`src/rtl/uart_bridge_pkg.sv`:
```
`default_nettype none
// +---------------------------------------------------------------------------+
// | uart_bridge_pkg : shared types and constants for the UART memory bridge    |
// | Revision: 1.0                                                              |
// +---------------------------------------------------------------------------+
package uart_bridge_pkg;

  typedef enum logic [2:0] {
    ST_IDLE  = 3'd0,
    ST_ADDR  = 3'd1,
    ST_WDATA = 3'd2,
    ST_MEM   = 3'd3,
    ST_RESP  = 3'd4
  } state_t;

  localparam logic [7:0] RESP_ACK     = 8'h4B;
  localparam logic [7:0] RESP_ERR     = 8'h45;
  localparam logic [7:0] OP_READ_DEF  = 8'h52;
  localparam logic [7:0] OP_WRITE_DEF = 8'h57;
  localparam int         TIMEOUT_DEF  = 1000000;

endpackage
`default_nettype wire

```
`src/rtl/uart_bridge_timeout.sv`:
```
`default_nettype none
// +---------------------------------------------------------------------------+
// | uart_bridge_timeout : inter-byte idle counter, pulses expire_o on the      |
// | TIMEOUT_CYCLES-th consecutive enabled cycle.  Revision: 1.0                |
// +---------------------------------------------------------------------------+
module uart_bridge_timeout #(
  parameter int TIMEOUT_CYCLES = 1000000
) (
  input  logic CLK,
  input  logic RST_N,
  input  logic clr_i,
  input  logic en_i,
  output logic expire_o
);

  localparam int            CW   = (TIMEOUT_CYCLES > 2) ? $clog2(TIMEOUT_CYCLES) : 1;
  localparam logic [CW-1:0] LAST = CW'(TIMEOUT_CYCLES - 1);

  logic [CW-1:0] cnt_q;
  logic [CW-1:0] cnt_d;

  assign expire_o = en_i && (cnt_q == LAST);

  always_comb begin
    cnt_d = cnt_q;
    if (clr_i || expire_o) begin
      cnt_d = '0;
    end else if (en_i) begin
      cnt_d = cnt_q + 1'b1;
    end
  end

  always_ff @(posedge CLK or negedge RST_N) begin
    if (!RST_N) begin
      cnt_q <= '0;
    end else begin
      cnt_q <= cnt_d;
    end
  end

endmodule
`default_nettype wire

```
`src/rtl/uart_mem_bridge.sv`:
```
`default_nettype none
// +---------------------------------------------------------------------------+
// | uart_mem_bridge : decodes host read/write packets from the UART byte FIFO  |
// | into 32-bit memory requests and returns responses.  Revision: 1.0          |
// +---------------------------------------------------------------------------+
module uart_mem_bridge
  import uart_bridge_pkg::*;
#(
  parameter int         TIMEOUT_CYCLES = TIMEOUT_DEF,
  parameter logic [7:0] OP_READ        = OP_READ_DEF,
  parameter logic [7:0] OP_WRITE       = OP_WRITE_DEF
) (
  input  logic        CLK,
  input  logic        RST_N,
  input  logic        receivable,
  input  logic [7:0]  recv_data,
  output logic        recv_flag,
  input  logic        sendable,
  output logic        send_flag,
  output logic [7:0]  send_data,
  output logic        mem_req,
  output logic        mem_we,
  output logic [31:0] mem_addr,
  output logic [31:0] mem_wdata,
  input  logic [31:0] mem_rdata,
  input  logic        mem_ack,
  output logic        busy,
  output logic        pkt_err
);

  state_t      state_q, state_d;
  logic [1:0]  cnt_q, cnt_d;
  logic [1:0]  last_q, last_d;
  logic        we_q, we_d;
  logic [31:0] addr_q, addr_d;
  logic [31:0] wdata_q, wdata_d;
  logic [31:0] resp_q, resp_d;

  logic in_pkt;
  logic tmo_en;
  logic tmo_expire;

  // Gated by RST_N so the FIFO is never popped while reset is held.
  assign in_pkt    = (state_q == ST_ADDR) || (state_q == ST_WDATA);
  assign recv_flag = RST_N && receivable && (in_pkt || (state_q == ST_IDLE));
  assign tmo_en    = in_pkt && !receivable;

  uart_bridge_timeout #(
    .TIMEOUT_CYCLES (TIMEOUT_CYCLES)
  ) u_timeout (
    .CLK      (CLK),
    .RST_N    (RST_N),
    .clr_i    (!tmo_en),
    .en_i     (tmo_en),
    .expire_o (tmo_expire)
  );

  assign mem_req   = (state_q == ST_MEM);
  assign mem_we    = we_q;
  assign mem_addr  = addr_q;
  assign mem_wdata = wdata_q;
  assign busy      = (state_q != ST_IDLE);

  always_comb begin
    state_d   = state_q;
    cnt_d     = cnt_q;
    last_d    = last_q;
    we_d      = we_q;
    addr_d    = addr_q;
    wdata_d   = wdata_q;
    resp_d    = resp_q;
    send_flag = 1'b0;
    send_data = 8'h00;
    pkt_err   = 1'b0;
    unique case (state_q)
      ST_IDLE: begin
        if (recv_flag) begin
          cnt_d = 2'd0;
          if (recv_data == OP_READ) begin
            we_d    = 1'b0;
            state_d = ST_ADDR;
          end else if (recv_data == OP_WRITE) begin
            we_d    = 1'b1;
            state_d = ST_ADDR;
          end else begin
            resp_d  = {24'h0, RESP_ERR};
            last_d  = 2'd0;
            pkt_err = 1'b1;
            state_d = ST_RESP;
          end
        end
      end
      ST_ADDR, ST_WDATA: begin
        if (tmo_expire) begin
          cnt_d   = 2'd0;
          pkt_err = 1'b1;
          state_d = ST_IDLE;
        end else if (recv_flag) begin
          if (state_q == ST_ADDR) begin
            addr_d[{cnt_q, 3'b000} +: 8] = recv_data;
          end else begin
            wdata_d[{cnt_q, 3'b000} +: 8] = recv_data;
          end
          cnt_d = cnt_q + 2'd1;
          if (cnt_q == 2'd3) begin
            state_d = (state_q == ST_ADDR && we_q) ? ST_WDATA : ST_MEM;
          end
        end
      end
      ST_MEM: begin
        if (mem_ack) begin
          resp_d  = we_q ? {24'h0, RESP_ACK} : mem_rdata;
          last_d  = we_q ? 2'd0 : 2'd3;
          cnt_d   = 2'd0;
          state_d = ST_RESP;
        end
      end
      ST_RESP: begin
        if (sendable) begin
          send_flag = 1'b1;
          send_data = resp_q[{cnt_q, 3'b000} +: 8];
          if (cnt_q == last_q) begin
            cnt_d   = 2'd0;
            state_d = ST_IDLE;
          end else begin
            cnt_d = cnt_q + 2'd1;
          end
        end
      end
      default: state_d = ST_IDLE;
    endcase
  end

  always_ff @(posedge CLK or negedge RST_N) begin
    if (!RST_N) begin
      state_q <= ST_IDLE;
      cnt_q   <= 2'd0;
      last_q  <= 2'd0;
      we_q    <= 1'b0;
      addr_q  <= 32'h0;
      wdata_q <= 32'h0;
      resp_q  <= 32'h0;
    end else begin
      state_q <= state_d;
      cnt_q   <= cnt_d;
      last_q  <= last_d;
      we_q    <= we_d;
      addr_q  <= addr_d;
      wdata_q <= wdata_d;
      resp_q  <= resp_d;
    end
  end

endmodule
`default_nettype wire

```
`config.mk`:
```
export PLATFORM = sky130hd
export DESIGN_NAME = uart_mem_bridge
export DESIGN_NICKNAME = d
export VERILOG_FILES = /design/src/rtl/uart_bridge_pkg.sv /design/src/rtl/uart_bridge_timeout.sv /design/src/rtl/uart_mem_bridge.sv
export SDC_FILE = /design/constraint.sdc
export NUM_CORES = 1
export LEC_CHECK = 0
export ABC_AREA = 1
export BUFFER_PORTS_ARGS = -buffer_cell sky130_fd_sc_hd__buf_4
export CAP_MARGIN = 20
export CORE_MARGIN = 8
export CORE_UTILIZATION = 45
export DETAILED_ROUTE_END_ITERATION = 12
export GPL_TIMING_DRIVEN = 0
export PLACE_DENSITY = 0.78
export SLEW_MARGIN = 10
export SYNTH_ARGS = -nofsm -noshare
export SYNTH_HDL_FRONTEND = slang
export SYNTH_HIERARCHICAL = 1
export SYNTH_SLANG_ARGS = --single-unit
```
`constraint.sdc`:
```
create_clock -name CLK -period 7 [get_ports CLK]
set_clock_uncertainty 0.15 [all_clocks]
set_input_delay 1.05 -clock CLK [delete_from_list [all_inputs] [get_ports CLK]]
set_output_delay 1.05 -clock CLK [all_outputs]
set_load 0.05 [all_outputs]
```
==> impl_metrics.toml <==
[status]
status = "finished, final reports clean"

[finish]
area_growth_pct = 26.8
seq_area_um2 = 3080
multiInputGateArea_um2 = 3080
n_antenna_cell = 0
drive_above_1_share_pct = 19.7
nets = 1100
fillers = 1345

[routing]
vias = 6463
drt-wirelength-per-cell_um = 14.9
wirelength_um = 18600
drt_first_pass_iters = 5
first_iter_violations = 636
vias_per_cell = 5.19
drc = 0
ant_nets = 0

[setup_path]
crit_type = "in -> out"
crit_required_ps = 5800
path_max_fanout = 72
worstRegToRegCells = 11
cp-start-kind = "input port"
crit_arrival_ps = 2820
worst_r2r_endpoint = "mem_addr[2]"
reg2reg_slack_ps = 3810
cp-end-kind = "primary output"
reg2reg_from = "cnt_q[0]"

[clocking]
cts_tree = "yes"
cts_resized = 0
cts_buffers = 17
path_clk_slew_ps = 60
cts_hold_buffers = 0
cts.sinks = 123
post-cts-setup-buffers = 0
htreeDepth = 4
cts-root-buf = "clkbuf_16"
clock_latency_ps = 420
clock_path_buffers = 2

[sta]
setup_viol = 0
relSlewSlack_pct = 61.8
rsz0062_at_grt = "no"
whs_ps = 313
final.setup.tns_ps = 0
maxSlewViolCount = 0
period_needed_ps = 4020
timing.final.ws_setup_ps = 2980
hold_viol = 0
period_share_pct = 57.4
worst_pin_slew_ps = 572
fmax_mhz = 249

[yosys]
synthArstFlopShare_pct = 100
post_synth_most_frequent_cells = "nand2_1 (298), nor2_1 (137), dfrtp_1 (123)"
synth_area_um2 = 6580
yosysUniqueCellTypes = 31
synthTopCellsByArea = "dfrtp_1 (47%), nand2_1 (17%), nor2_1 (7.8%)"
yosysSeqAreaShare_pct = 46.8
synth_area_per_cell_um2 = 7.26
yosys.area.top_type_share_pct = 46.8
synth_nets = 958
synth_compound_area_share_pct = 8.25
syn_inst = 907
synth.most_common_cell = "nand2_1"
synthSimpleGateAreaFrac_pct = 36.7
yosys-mux-area-fraction_pct = 0
yosys_register_bits = 123
synth_top_area_cell = "dfrtp_1"
synth_top_family_by_area = "simple AND/OR/NAND/NOR gates"
synthFlopType = "dfrtp_1"
synth-xor-area-share_pct = 0.665
synth_edf_count = 0
ys_warn_count = 6
synth_fa_ha_area_share_pct = 1.14

[power_and_ir_drop]
power-per-cell-area_nw_per_um2 = 317
p_int_mw = 1.57
pwr-share-comb_pct = 35.3
p_seq_share_pct = 31.9
p_switching_mw = 1.07
leakagePower_nw = 4.50
p_sw_share_pct = 40.6
power.total_mw = 2.64
ir_worst_vdd_uv = 207
clkPwrFrac_pct = 32.8

[floorplanning]
start_util_pct = 45.6
dieArea_um2 = 18800
core_um2 = 14400
dieHeight_um = 137
rows = 44
dieWidth_um = 137
io_pins = 123

[hold_path]
hp-start = "resp_q[11]"
hold_class = "reg -> reg"
hold_path_end = "resp_q[11]"
holdPathStages = 2

[placement]
gp_congestion = 0.929
dpl.hpwl_um = 13900
port_buffers = 122
pre_cts_slack_ps = 2900

[global_route]
grt_max_degree = 73
grt_use_total_pct = 20.4
gr-total-overflow = 0
grt_pass1_wl_um = 30500
antenna_found_initial = 0
grt_pass1_vias = 6264

[flow_run]
maxCapViolations = 0
power by group through the flow:
stage | combinational, mW | clock (mW) | sequential [mW]
floorplan | 0.495 | 0 | 0.996
global placement | 0.911 | 0 | 0.852
detailed placement | 0.927 | 0 | 0.854
CTS | 0.933 | 0.870 | 0.842
global route | 1.03 | 0.906 | 0.851
finish | 0.934 | 0.865 | 0.843
area by class of cell:
type	count	area share (%)
clock inverter	14	1.74
clock buffer	18	5.26
buffer	39	2.50
timing repair buffer	123	11.4
multi-input combinational	687	36.9
tap	184	2.76
inverter	58	2.61
sequential	123	36.9
cell families after synthesis:
| family | after synthesis |
|---|---|
| and+or+nand+nor | 573 |
| adders and majority gates | 6 |
| buffers and inverters | 97 |
| DFF | 123 |
| AOI/OAI and AO/OA | 103 |
| xor gates and xnor gates | 5 |
how the worst max path moves through the flow:
stage               startpoint       to  slack, ps  cells past startpoint
global route             RST_N  pkt_err       2720                      7
global placement         RST_N  pkt_err       2370                      6
finish                   RST_N  pkt_err       2980                      7
detailed placement       RST_N  pkt_err       2900                      7
floorplan           receivable  pkt_err       2800                      8
CTS                      RST_N  pkt_err       2910                      7
stage by stage:
step / utilization (%) / instance area [um^2] / cells
2_1_floorplan: - / 6580 / 907
3_3_place_gp: 53.6 / 7730 / 1213
3_5_place_dp: 53.8 / 7760 / 1214
4_1_cts: 57.8 / 8340 / 1246
5_1_grt: 57.8 / 8340 / 1246
6_report: 57.8 / 8340 / 1246
routing by layer:
layer | up-vias | track usage [%] | share of wire (%)
met2 | 243 | 32.3 | 46
met1 | 3005 | 26.3 | 44
li1 | 3180 | - | -
met3 | 35 | 4.96 | 6.8
met5 | - | 0 | 0
met4 | 0 | 8.39 | 2.3
sequential cells by signal (all words and copies together) (netlist names):
| signal | flops |
|---|---|
| cnt_q | 2 |
| resp_q | 32 |
| mem_addr | 32 |
| mem_we | 1 |
| u_timeout/cnt_q | 20 |
| mem_wdata | 32 |
| state_q | 3 |
| last_q | 1 |
worst max-delay path: stages:
cell     delay [ps]
buf_6           380
buf_16          350
nand2_1         190
nor2_2          250
nand3_1         110
o21ai_0         150
buf_4           260
cells in the final DEF, fill, tap and decap left out, types with 3 or more instances in the layout:
cell type,netlist,routed
buf_2,11,11
o21ai_1,30,30
clkbuf_1,19,19
clkinvlp_4,0,4
nor2_1,137,137
xor2_1,4,4
nand3_1,77,77
o21ai_0,56,56
nand2_1,298,298
o21bai_1,3,3
dfrtp_1,123,123
clkbuf_16,0,17
buf_6,4,5
nor2_2,15,15
inv_2,6,6
nand4_1,12,12
ha_1,6,6
clkinv_2,0,4
a21oi_1,9,9
inv_1,50,50
nand2_2,5,5
buf_4,5,126
nor3_1,21,21
(Power assumes the default switching activity.)
